`src/rtl/cla_seq_pkg.sv`:
```
// Shared types and sizing helpers for the chunked CLA sequencer.
package cla_seq_pkg;
  localparam int NBIT_DEF   = 7;
  localparam int NCHUNK_DEF = 4;

  typedef enum logic [1:0] {IDLE, RUN, DONE} state_t;

  function automatic int cla_w(input int nbit, input int nchunk);
    return nbit * nchunk;
  endfunction

  function automatic int idx_w(input int nchunk);
    return (nchunk < 2) ? 1 : $clog2(nchunk);
  endfunction
endpackage

```
`src/rtl/cla_seq_chunk_buf.sv`:
```
// Operand/sum chunk storage: latches operands, muxes the active chunk to the
// slice and writes the slice sum back. CLA_SEQ_SUB_EN adds subtract support.
module cla_seq_chunk_buf
  import cla_seq_pkg::*;
#(
  parameter int NBIT   = NBIT_DEF,
  parameter int NCHUNK = NCHUNK_DEF,
  parameter int IW     = idx_w(NCHUNK)
) (
  input  logic                   clk,
  input  logic                   rst,
  input  logic                   load,
  input  logic                   run,
  input  logic [IW-1:0]          idx,
  input  logic [NBIT*NCHUNK-1:0] in_a,
  input  logic [NBIT*NCHUNK-1:0] in_b,
  input  logic                   in_cin,
`ifdef CLA_SEQ_SUB_EN
  input  logic                   in_sub,
`endif
  input  logic [NBIT-1:0]        add_s,
  output logic [NBIT-1:0]        add_a,
  output logic [NBIT-1:0]        add_b,
  output logic                   cin_q,
  output logic [NBIT*NCHUNK-1:0] sum
);
  logic [NCHUNK-1:0][NBIT-1:0] a_reg, b_reg, s_reg;
  logic                        cin_reg;

  // Subtraction is folded in at load time: b is stored inverted and the
  // initial carry forced, so the run datapath is identical for both ops.
  always_ff @(posedge clk) begin
    if (rst) begin
      a_reg   <= '0;
      b_reg   <= '0;
      cin_reg <= 1'b0;
    end else if (load) begin
      a_reg   <= in_a;
`ifdef CLA_SEQ_SUB_EN
      b_reg   <= in_sub ? ~in_b : in_b;
      cin_reg <= in_sub ? 1'b1 : in_cin;
`else
      b_reg   <= in_b;
      cin_reg <= in_cin;
`endif
    end
  end

  for (genvar k = 0; k < NCHUNK; k++) begin : g_wb
    always_ff @(posedge clk) begin
      if (rst)                          s_reg[k] <= '0;
      else if (run && idx == IW'(k))    s_reg[k] <= add_s;
    end
  end

  assign add_a = run ? a_reg[idx] : '0;
  assign add_b = run ? b_reg[idx] : '0;
  assign cin_q = cin_reg;
  assign sum   = s_reg;
endmodule

```
`src/rtl/cla_chunk_sequencer.sv`:
```
// Sequences a W-bit add through one external NBIT-bit CLA slice, LSB chunk
// first, with valid/ready on both sides. Optional macro: CLA_SEQ_SUB_EN.
module cla_chunk_sequencer
  import cla_seq_pkg::*;
#(
  parameter int NBIT   = NBIT_DEF,
  parameter int NCHUNK = NCHUNK_DEF
) (
  input  logic                   clk,
  input  logic                   rst,
  input  logic                   in_valid,
  output logic                   in_ready,
  input  logic [NBIT*NCHUNK-1:0] in_a,
  input  logic [NBIT*NCHUNK-1:0] in_b,
  input  logic                   in_cin,
`ifdef CLA_SEQ_SUB_EN
  input  logic                   in_sub,
`endif
  output logic [NBIT-1:0]        add_a,
  output logic [NBIT-1:0]        add_b,
  output logic                   add_c,
  input  logic [NBIT-1:0]        add_s,
  input  logic                   add_co,
  output logic                   out_valid,
  input  logic                   out_ready,
  output logic [NBIT*NCHUNK-1:0] out_sum,
  output logic                   out_cout,
  output logic                   busy
);
  localparam int W  = cla_w(NBIT, NCHUNK);
  localparam int IW = idx_w(NCHUNK);
  localparam logic [IW-1:0] LAST = IW'(NCHUNK - 1);

  state_t        state;
  logic [IW-1:0] idx;
  logic          carry_reg;
  logic          cin_q;
  logic          load, run;
  logic [W-1:0]  sum;

  assign load = (state == IDLE) && in_valid;
  assign run  = (state == RUN);

  cla_seq_chunk_buf #(.NBIT(NBIT), .NCHUNK(NCHUNK), .IW(IW)) u_buf (
    .clk    (clk),
    .rst    (rst),
    .load   (load),
    .run    (run),
    .idx    (idx),
    .in_a   (in_a),
    .in_b   (in_b),
    .in_cin (in_cin),
`ifdef CLA_SEQ_SUB_EN
    .in_sub (in_sub),
`endif
    .add_s  (add_s),
    .add_a  (add_a),
    .add_b  (add_b),
    .cin_q  (cin_q),
    .sum    (sum)
  );

  assign add_c    = run ? ((idx == '0) ? cin_q : carry_reg) : 1'b0;
  assign out_sum  = sum;
  assign out_cout = carry_reg;

  always_ff @(posedge clk) begin
    if (rst) begin
      state     <= IDLE;
      idx       <= '0;
      carry_reg <= 1'b0;
      in_ready  <= 1'b1;
      out_valid <= 1'b0;
      busy      <= 1'b0;
    end else begin
      case (state)
        IDLE: if (in_valid) begin
          state    <= RUN;
          idx      <= '0;
          in_ready <= 1'b0;
          busy     <= 1'b1;
        end
        RUN: begin
          carry_reg <= add_co;
          if (idx == LAST) begin
            state     <= DONE;
            out_valid <= 1'b1;
          end else begin
            idx <= idx + IW'(1);
          end
        end
        DONE: if (out_ready) begin
          state     <= IDLE;
          idx       <= '0;
          out_valid <= 1'b0;
          busy      <= 1'b0;
          in_ready  <= 1'b1;
        end
        default: begin
          state     <= IDLE;
          idx       <= '0;
          out_valid <= 1'b0;
          busy      <= 1'b0;
          in_ready  <= 1'b1;
        end
      endcase
    end
  end
endmodule
```
`config.mk`:
```
export PLATFORM = sky130hd
export DESIGN_NAME = cla_chunk_sequencer
export DESIGN_NICKNAME = d
export VERILOG_FILES = /design/src/rtl/cla_seq_pkg.sv /design/src/rtl/cla_seq_chunk_buf.sv /design/src/rtl/cla_chunk_sequencer.sv
export SDC_FILE = /design/constraint.sdc
export NUM_CORES = 1
export LEC_CHECK = 0
export CELL_PAD_IN_SITES_DETAIL_PLACEMENT = 0
export CELL_PAD_IN_SITES_GLOBAL_PLACEMENT = 1
export CORE_MARGIN = 8
export CORE_UTILIZATION = 50
export CTS_BUF_LIST = sky130_fd_sc_hd__clkbuf_2
export DETAILED_ROUTE_END_ITERATION = 10
export DONT_BUFFER_PORTS = 1
export PLACE_DENSITY = 0.8
export SKIP_CTS_REPAIR_TIMING = 1
export SYNTH_ARGS = -nofsm -noshare
export SYNTH_HDL_FRONTEND = slang
export SYNTH_SLANG_ARGS = --single-unit
```
`constraint.sdc`:
```
create_clock -name clk -period 2.05 [get_ports clk]
set_clock_uncertainty 0.1 [all_clocks]
set_input_delay 0.205 -clock clk [delete_from_list [all_inputs] [get_ports clk]]
set_output_delay 0.205 -clock clk [all_outputs]
set_load 0.01 [all_outputs]
```
Yosys cells after proc, flatten, opt, wreduce, memory -nomap -nowiden
Index checks and enable logic that the tools add are counted.
- logic and storage cells: 66
- output and inout port bits: 47
- input port bits: 69
- register bits after elaboration: 93
- muxes and demuxes: 23
- bitwise logic cells: 2
- add/sub/neg operators: 1
- reductions and logical operators: 11
- eq/ne operators: 9
- magnitude comparators: 1
- operators by type and width (kind ; number):
    $bmux W7 S2 ; 2
    $mux W7 ; 4
    $pmux W2 S3 ; 2
    $reduce_and A3 Y1 ; 4
    $mux W2 ; 5
    $pmux W1 S3 ; 3
    $mux W1 ; 7
    $eq A2 B2 Y1 const B ; 3
    $ne A2 B2 Y1 const B ; 3
    $logic_and A1 B1 Y1 ; 5
    $eq A2 B1 Y1 const B ; 2
    $logic_not A2 Y1 ; 2
    $lt A2 B3 Y1 const B ; 1
    $add A2 B1 Y2 const B ; 1
    $ne A2 B1 Y1 const B ; 1
    $not A1 Y1 ; 2

Depth between registers and ports, before layout
Gate-level depths: netlist of run 1.
- word-level depth: 3
- gate-level depth with buffers: 8
- gate-level depth less buffers: 5

Hierarchy
Synthesis of run 1 repeated with hierarchy kept, for this count alone.
- cells, all modules: 380
- area total of the unflattened synthesis: 4023.9 µm²
- modules (own cells, without submodules) (module ; instances ; cells each ; area an instance (µm²) ; sequential area each (µm²)):
    cla_seq_chunk_buf ; 1 ; 336 ; 3627.2 ; 1701.6
    cla_chunk_sequencer ; 1 ; 44 ; 396.6 ; 160.2

Worst setup path after synthesis of run 1
OpenSTA, ideal clock, no wires.
- kind: register to register
- start: register idx[0]
- end: register u_buf.s_reg, in the netlist u_buf.sum[0]
- slack: 406 ps
- stages on the path, launching flop included: 9
- period minus slack after synthesis: 1644 ps
- buffers on the path: 3
- data required time: 1822 ps
- library setup time: 128 ps
- arrival: 1416 ps
- cells stage by stage: dfxtp_1 buf_6 buf_8 inv_1 ha_1 nand3b_1 buf_2 mux2i_1 nor2_1
- longest elaborated chain between the ends: 2
- RTL lines (item ; line ; RTL):
    start, declared ; cla_chunk_sequencer.sv:35 ; logic [IW-1:0] idx;
    start signal, assigned ; cla_chunk_sequencer.sv:89 ; idx <= idx + IW'(1);
    $logic_not A2 Y1 ; cla_seq_chunk_buf.sv:52 ; else if (run && idx == IW'(k)) s_reg[k] <= add_s;
    $logic_and A1 B1 Y1 ; cla_seq_chunk_buf.sv:52 ;
    end signal, assigned by index ; cla_seq_chunk_buf.sv:52 ;
    end, declared ; cla_seq_chunk_buf.sv:27 ; logic [NCHUNK-1:0][NBIT-1:0] a_reg, b_reg, s_reg;
No other way between the ends.
A chain may end at the register's enable or synchronous reset.

Worst setup path after layout of run 1
- start: register idx[0]
- end: output add_b[5]
- longest elaborated chain between the ends: 3
- RTL lines (item ; line ; RTL):
    $bmux W7 S2 ; cla_seq_chunk_buf.sv:57 ; assign add_b = run ? b_reg[idx] : '0;
    $mux W7 (implied by the code) ; cla_seq_chunk_buf.sv:57 ;
    $mux W7 ; cla_seq_chunk_buf.sv:57 ;
    end, declared ; cla_chunk_sequencer.sv:20 ; output logic [NBIT-1:0] add_b,
No other way between the ends. The select of a mux whose other input is x is not followed.

==> flow_results.xml, run 1 <==
<?xml version="1.0" encoding="UTF-8"?>
<metrics>
  <group name="placement">
    <metric name="gp_routability_congestion" unit="">0.768</metric>
    <metric name="preCtsSetupSlack" unit="ns">0.282</metric>
    <metric name="port_buffers" unit="">0</metric>
    <metric name="dp_hpwl" unit="mm">5.88</metric>
  </group>
  <group name="detailed_routing">
    <metric name="detail_route.wl_per_cell" unit="um">17.3</metric>
    <metric name="detail-route-antenna-nets" unit="">0</metric>
    <metric name="drt_iter0_markers" unit="">132</metric>
    <metric name="total_drc_errors_in_the_routed_layout" unit="">0</metric>
    <metric name="drt_wl_total" unit="mm">9.16</metric>
    <metric name="vias_per_cell" unit="">5.10</metric>
    <metric name="first_pass_iters" unit="">4</metric>
    <metric name="vias" unit="">2704</metric>
  </group>
  <group name="outcome">
    <metric name="outcome" unit="">finished with violations</metric>
    <metric name="violations" unit="">negative setup slack</metric>
  </group>
  <group name="hold_path">
    <metric name="timing.hold.worst.class" unit="">in -&gt; reg</metric>
  </group>
  <group name="clock_tree">
    <metric name="cts_max_path_buffers" unit="">2</metric>
    <metric name="total_clock_buffers_created_by_cts" unit="">9</metric>
    <metric name="clk_latency" unit="ns">0.51</metric>
    <metric name="cts_tree" unit="">yes</metric>
    <metric name="clock_sink_count" unit="">93</metric>
    <metric name="cts.clk_slew.worst_paths" unit="ns">0.22</metric>
    <metric name="cts-htree-levels" unit="">3</metric>
    <metric name="cts_root_buf" unit="">clkbuf_2</metric>
  </group>
  <group name="die">
    <metric name="core-area" unit="um2">7730</metric>
    <metric name="die-width" unit="um">105</metric>
    <metric name="start_util" unit="%">51.4</metric>
    <metric name="die_area" unit="um2">11100</metric>
    <metric name="die_h" unit="um">105</metric>
    <metric name="floorplan.rows" unit="">32</metric>
    <metric name="design.portCount" unit="">116</metric>
  </group>
  <group name="sta">
    <metric name="final.min_clock_period" unit="ns">2.08</metric>
    <metric name="final_hold_vios" unit="">0</metric>
    <metric name="setup-violations-final" unit="">4</metric>
    <metric name="slew_headroom" unit="%">65.1</metric>
    <metric name="rsz0062_at_grt" unit="">true</metric>
    <metric name="fmax" unit="GHz">0.481</metric>
    <metric name="setup_ws" unit="ns">-0.0280</metric>
    <metric name="drv_slew" unit="">0</metric>
    <metric name="final_min_period_over_clock_period" unit="%">101</metric>
    <metric name="tightestPinTransition" unit="ns">0.521</metric>
  </group>
  <group name="grt">
    <metric name="wire_length_of_the_first_global_routing_pass" unit="mm">13.2</metric>
    <metric name="grt_pass1_vias" unit="">2431</metric>
    <metric name="global_route.usage.total" unit="%">14.9</metric>
    <metric name="grt_remaining_overflow" unit="">0</metric>
    <metric name="antenna_violations_before_repair" unit="">0</metric>
    <metric name="grt_start_max_net_pins" unit="">92</metric>
  </group>
  <group name="logic_synthesis">
    <metric name="synth_enable_flop_cells" unit="">0</metric>
    <metric name="postSynth.asyncResetShare" unit="%">0</metric>
    <metric name="synth_warnings" unit="">0</metric>
    <metric name="synth_cell_types" unit="">26</metric>
    <metric name="synth_fp_nets" unit="">431</metric>
    <metric name="leading_cell_type_by_number_of_instances_after_synthesis" unit="">dfxtp_1</metric>
    <metric name="syn-instance-count" unit="">358</metric>
    <metric name="synth_top_area_cell" unit="">dfxtp_1</metric>
    <metric name="synthTopCellsByArea" unit="">dfxtp_1, mux2i_1, nor2_1, mux4_2, buf_12</metric>
    <metric name="yosys_register_bits" unit="">93</metric>
    <metric name="post_synth.cell_area_avg" unit="um2">11.1</metric>
    <metric name="synthesis.area" unit="um2">3970</metric>
    <metric name="ys.flop_type" unit="">dfxtp_1</metric>
    <metric name="top_cell_type_s_share_of_synthesized_area" unit="%">46.9</metric>
    <metric name="synthTopCellsByCount" unit="">dfxtp_1, nor2_1, mux2i_1</metric>
    <metric name="synth-seq-area-share" unit="%">46.9</metric>
  </group>
  <group name="worst_setup_path">
    <metric name="worstPathArrival" unit="ns">1.77</metric>
    <metric name="crit_fanout" unit="">9</metric>
    <metric name="critical_path_required" unit="ns">1.75</metric>
    <metric name="critical-path-max-stage-delay" unit="ns">0.50</metric>
    <metric name="crit_path_top_delay_cell" unit="">mux4_2</metric>
    <metric name="crit_path_end_kind" unit="">output pin</metric>
    <metric name="worstPathCellList" unit="">buf_12 -&gt; mux4_2 -&gt; nor2b_1</metric>
    <metric name="cp-start-kind" unit="">register</metric>
    <metric name="setup.worst_path.class" unit="">reg -&gt; out</metric>
  </group>
  <group name="power">
    <metric name="cellLeakagePower" unit="nW">2.12</metric>
    <metric name="powerDensity" unit="nW/um2">698</metric>
    <metric name="ir_worst_vdd" unit="mV">0.366</metric>
    <metric name="overall_power_consumption" unit="mW">3.41</metric>
  </group>
  <group name="job">
    <metric name="drv_cap" unit="">0</metric>
  </group>
  <group name="cells_and_area">
    <metric name="antenna-diode-count" unit="">0</metric>
    <metric name="finalNetCount" unit="">497</metric>
    <metric name="layout-area-overhead-vs-synth" unit="%">22.9</metric>
    <metric name="ratio_of_cells_with_drive_above_1_in_the_final_layout" unit="%">13.8</metric>
  </group>
</metrics>
## layout make-up
type	instances	area [um2]
Fill cell	624	2850
Clock inverter	4	50.0
Timing Repair Buffer	84	868
Clock buffer	11	55.1
Tap cell	102	128
Multi-Input combinational cell	233	1900
Inverter	3	11.3
Sequential cell	93	1870
## worst max-delay path, delay by kind of cell, from the launching register on
kind          cells  cell delay, ns
simple gates      1            0.19
flops             1            0.43
mux               1            0.50
buf+inv           1            0.14
## path summary, 6_finish.rpt
kind                   start              end  slack (ns)  cells past startpoint
min                 in_valid         in_ready        0.11                      3
max reg2reg           idx[0]         state[1]        0.11                      6
max                   idx[0]         add_b[5]       -0.03                      3
min reg2reg  u_buf.a_reg[19]  u_buf.a_reg[19]        0.41                      2
## where the power goes
group | internal, mW | total, mW | switching, mW
Clock | 0.283 | 0.860 | 0.576
Combinational | 0.321 | 0.567 | 0.246
Sequential | 1.91 | 1.98 | 0.0711
Total | 2.51 | 3.41 | 0.893
## per-layer routing
| metal | wire, um | global-route usage [%] | up-vias |
|---|---|---|---|
| li1 | - | - | 1349 |
| met5 | 0 | 0 | - |
| met1 | 3970 | 17.2 | 1265 |
| met4 | 109 | 6.42 | 0 |
| met3 | 668 | 5.47 | 10 |
| met2 | 4410 | 24.3 | 80 |
## through the flow
step | instances | setup TNS [ns] | cell area [um2] | utilization [%] | hold WS, ns
floorplan | 358 | 0 | 3970 | - | 0.249
global placement | 437 | 0 | 3890 | 50.3 | 0.187
detailed placement | 437 | 0 | 3890 | 50.3 | 0.190
CTS | 452 | -3.82 | 3990 | 51.7 | -0.442
global route | 530 | -1.22 | 4880 | 63.1 | 0.0621
finish | 530 | -0.0612 | 4880 | 63.1 | 0.107
## cell families (layout without fill, tap and decap cells)
| group | Yosys count | after routing | share of synthesized area, % |
|---|---|---|---|
| AND/OR/NAND/NOR | 119 | 119 | 13.4 |
| buffers and inverters | 32 | 102 | 7.18 |
| multiplexers | 101 | 101 | 29.9 |
| AO/OA/AOI/OAI | 9 | 9 | 1.45 |
| adder cells (fa/ha/maj) | 4 | 4 | 1.26 |
| flip-flops | 93 | 93 | 46.9 |
## cells in the final DEF, fill, tap and decap left out, types with 2 or more instances in the layout
cell type and count:
nor2_1 89, dfxtp_1 89, mux2i_1 87, dlygate4sd3_1 69, mux4_2 14, nor2b_1 11
clkbuf_2 11, buf_4 10, nor2b_4 6, nand3b_1 4, a21oi_1 3, ha_1 3
buf_12 3, inv_1 2, o21a_1 2, nand2_1 2, o21ai_0 2, dfxtp_4 2
dfxtp_2 2
Power figures use the tool's default switching activity.
==> run 2, diff against run 1 <==
==> constraint.sdc (replaced) <==
create_clock -name clk -period 2.2 [get_ports clk]
set_clock_uncertainty 0.1 [all_clocks]
set_input_delay 0.22 -clock clk [delete_from_list [all_inputs] [get_ports clk]]
set_output_delay 0.22 -clock clk [all_outputs]
set_load 0.01 [all_outputs]
==> run 2 against run 1 <==
The flow now finishes without violations. Die area unchanged. Global-route usage down 0.27 points. Sequential cell count unchanged. Register-to-register slack improved by 0.31 ns. Wire length fell by 2.7%. Utilization shrank 1.2 points. Hold slack better by 0.0098 ns. Non-clock buffer count decreased by 7. Critical path type unchanged. Largest power group unchanged.
==> flow_results.xml, run 2 (synthesis results as in run 1) <==
<?xml version="1.0" encoding="UTF-8"?>
<metrics>
  <group name="die">
    <metric name="start_util" unit="%">51.4</metric>
    <metric name="die_h" unit="um">105</metric>
    <metric name="die-width" unit="um">105</metric>
    <metric name="floorplan.rows" unit="">32</metric>
    <metric name="core-area" unit="um2">7730</metric>
    <metric name="die_area" unit="um2">11100</metric>
    <metric name="design.portCount" unit="">116</metric>
  </group>
  <group name="detailed_routing">
    <metric name="detail-route-antenna-nets" unit="">0</metric>
    <metric name="drt_wl_total" unit="mm">8.91</metric>
    <metric name="total_drc_errors_in_the_routed_layout" unit="">0</metric>
    <metric name="drt_iter0_markers" unit="">145</metric>
    <metric name="detail_route.wl_per_cell" unit="um">17.0</metric>
    <metric name="first_pass_iters" unit="">6</metric>
    <metric name="vias" unit="">2691</metric>
    <metric name="vias_per_cell" unit="">5.14</metric>
  </group>
  <group name="hold_path">
    <metric name="worst_hold_path.num_cells" unit="">3</metric>
    <metric name="timing.hold.worst.class" unit="">in -&gt; reg</metric>
  </group>
  <group name="worst_setup_path">
    <metric name="setup.worst_path.class" unit="">reg -&gt; out</metric>
    <metric name="critical_path_required" unit="ns">1.88</metric>
    <metric name="timing.critical_path.max_delay_family" unit="">multiplexers</metric>
    <metric name="crit_fanout" unit="">13</metric>
    <metric name="crit_path_start" unit="">idx[1]</metric>
    <metric name="crit_path_end_kind" unit="">output pin</metric>
    <metric name="critical-path-max-stage-delay" unit="ns">0.50</metric>
    <metric name="setup.worst_path.end" unit="">add_a[4]</metric>
    <metric name="worstPathArrival" unit="ns">1.75</metric>
    <metric name="r2r_end" unit="">u_buf.sum[20]</metric>
    <metric name="cp-start-kind" unit="">register</metric>
    <metric name="worstReg2RegStart" unit="">idx[0]</metric>
    <metric name="worstPathCellList" unit="">buf_12 -&gt; mux4_2 -&gt; nor2b_1</metric>
    <metric name="critical_path_buf_inv_count" unit="">1</metric>
    <metric name="cp_num_cells" unit="">3</metric>
    <metric name="crit_path_top_delay_cell" unit="">mux4_2</metric>
    <metric name="reg2reg_slack" unit="ns">0.42</metric>
    <metric name="worst-r2r-cell-count" unit="">6</metric>
  </group>
  <group name="clock_tree">
    <metric name="clock_sink_count" unit="">93</metric>
    <metric name="cts_tree" unit="">yes</metric>
    <metric name="cts_root_buf" unit="">clkbuf_2</metric>
    <metric name="cts-htree-levels" unit="">3</metric>
    <metric name="cts.clk_slew.worst_paths" unit="ns">0.22</metric>
    <metric name="clk_latency" unit="ns">0.50</metric>
    <metric name="total_clock_buffers_created_by_cts" unit="">9</metric>
    <metric name="cts_max_path_buffers" unit="">2</metric>
  </group>
  <group name="sta">
    <metric name="drv_slew" unit="">0</metric>
    <metric name="rsz0062_at_grt" unit="">false</metric>
    <metric name="setup_ws" unit="ns">0.126</metric>
    <metric name="slew_headroom" unit="%">63.3</metric>
    <metric name="final.min_clock_period" unit="ns">2.07</metric>
    <metric name="setup-violations-final" unit="">0</metric>
    <metric name="fmax" unit="GHz">0.482</metric>
    <metric name="final_min_period_over_clock_period" unit="%">94.3</metric>
    <metric name="tightestPinTransition" unit="ns">0.549</metric>
    <metric name="final_hold_vios" unit="">0</metric>
  </group>
  <group name="placement">
    <metric name="dp_hpwl" unit="mm">5.77</metric>
    <metric name="preCtsSetupSlack" unit="ns">0.447</metric>
    <metric name="port_buffers" unit="">0</metric>
    <metric name="placed_cells_incl_taps" unit="">437</metric>
    <metric name="gp_routability_congestion" unit="">0.750</metric>
  </group>
  <group name="cells_and_area">
    <metric name="layout-area-overhead-vs-synth" unit="%">20.5</metric>
    <metric name="finalNetCount" unit="">490</metric>
    <metric name="layout_common_cells" unit="">nor2_1, dfxtp_1, mux2i_1, dlygate4sd3_1, nor2b_1</metric>
    <metric name="antenna-diode-count" unit="">0</metric>
    <metric name="final-instance-count-excl-fill" unit="">524</metric>
    <metric name="nFillCells" unit="">639</metric>
    <metric name="ratio_of_cells_with_drive_above_1_in_the_final_layout" unit="%">10.4</metric>
  </group>
  <group name="power">
    <metric name="cellLeakagePower" unit="nW">2.09</metric>
    <metric name="ir_worst_vdd" unit="mV">0.408</metric>
    <metric name="powerDensity" unit="nW/um2">679</metric>
  </group>
  <group name="grt">
    <metric name="global_route.usage.total" unit="%">14.6</metric>
    <metric name="grt_remaining_overflow" unit="">0</metric>
    <metric name="antenna_violations_before_repair" unit="">0</metric>
    <metric name="grt_pass1_vias" unit="">2377</metric>
    <metric name="grt_start_max_net_pins" unit="">92</metric>
    <metric name="wire_length_of_the_first_global_routing_pass" unit="mm">13.0</metric>
  </group>
  <group name="job">
    <metric name="drv_cap" unit="">0</metric>
  </group>
  <group name="outcome">
    <metric name="outcome" unit="">completed</metric>
  </group>
</metrics>
[run 2: changes by cell type in the layout (fill, tap and decap cells not counted), moves of 2 or more]
| cell | delta |
|---|---|
| buf_4 | -5 |
| clkinv_2 | +2 |
| nor2b_4 | -6 |
| nor2b_1 | +6 |
| clkbuf_2 | -2 |
[run 2: worst min-delay path by stage]
stage | end | start | slack (ns)
2_1_floorplan | out_cout | add_co | 0.26
3_3_place_gp | state[1] | rst | 0.20
3_5_place_dp | u_buf.a_reg[4] | rst | 0.21
4_1_cts | u_buf.a_reg[4] | rst | -0.43
5_1_grt | in_ready | in_valid | 0.06
6_report | in_ready | in_valid | 0.12
[run 2: metal layers]
metal / up-vias / share of wire [%] / track usage, %
li1: 1330 / - / -
met1: 1271 / 42 / 17.4
met2: 77 / 49 / 23.3
met3: 13 / 7.4 / 5.22
met4: 0 / 1.4 / 6.42
met5: - / 0 / 0
[run 2: tightest hold or removal path, cell delays in order]
cell and delay, ns:
nor3b_4 0.14, buf_12 0.18, o21ai_0 0.16
[run 2: power by group]
group	internal, mW	leakage (nW)	switching [mW]	total (mW)
combinational	0.275	1.24	0.215	0.490
sequential	1.78	0.763	0.0662	1.85
clock	0.370	0.0793	0.547	0.917
total	2.42	2.09	0.828	3.25
[run 2: per-stage QoR]
step	setup TNS [ns]	hold WS [ns]	util (%)	cell area (um2)	power, mW
after floorplan	0	0.264	-	3970	2.22
after global placement	0	0.200	50.3	3890	2.21
after detailed placement	0	0.206	50.3	3890	2.22
after CTS	-2.05	-0.430	52.1	4020	3.16
after global routing	0	0.0605	61.9	4790	3.43
final	0	0.117	61.9	4790	3.25
[run 2: area by class of cell]
type / instances / area [um2] / share of cell area [%]
repair buffers: 77 / 806 / 16.8
well taps: 102 / 128 / 2.67
clock inverters: 7 / 90.1 / 1.88
clock buffers: 9 / 45.0 / 0.941
inverters: 3 / 11.3 / 0.235
multi-input cells: 233 / 1840 / 38.4
flip-flops and latches: 93 / 1870 / 39.1
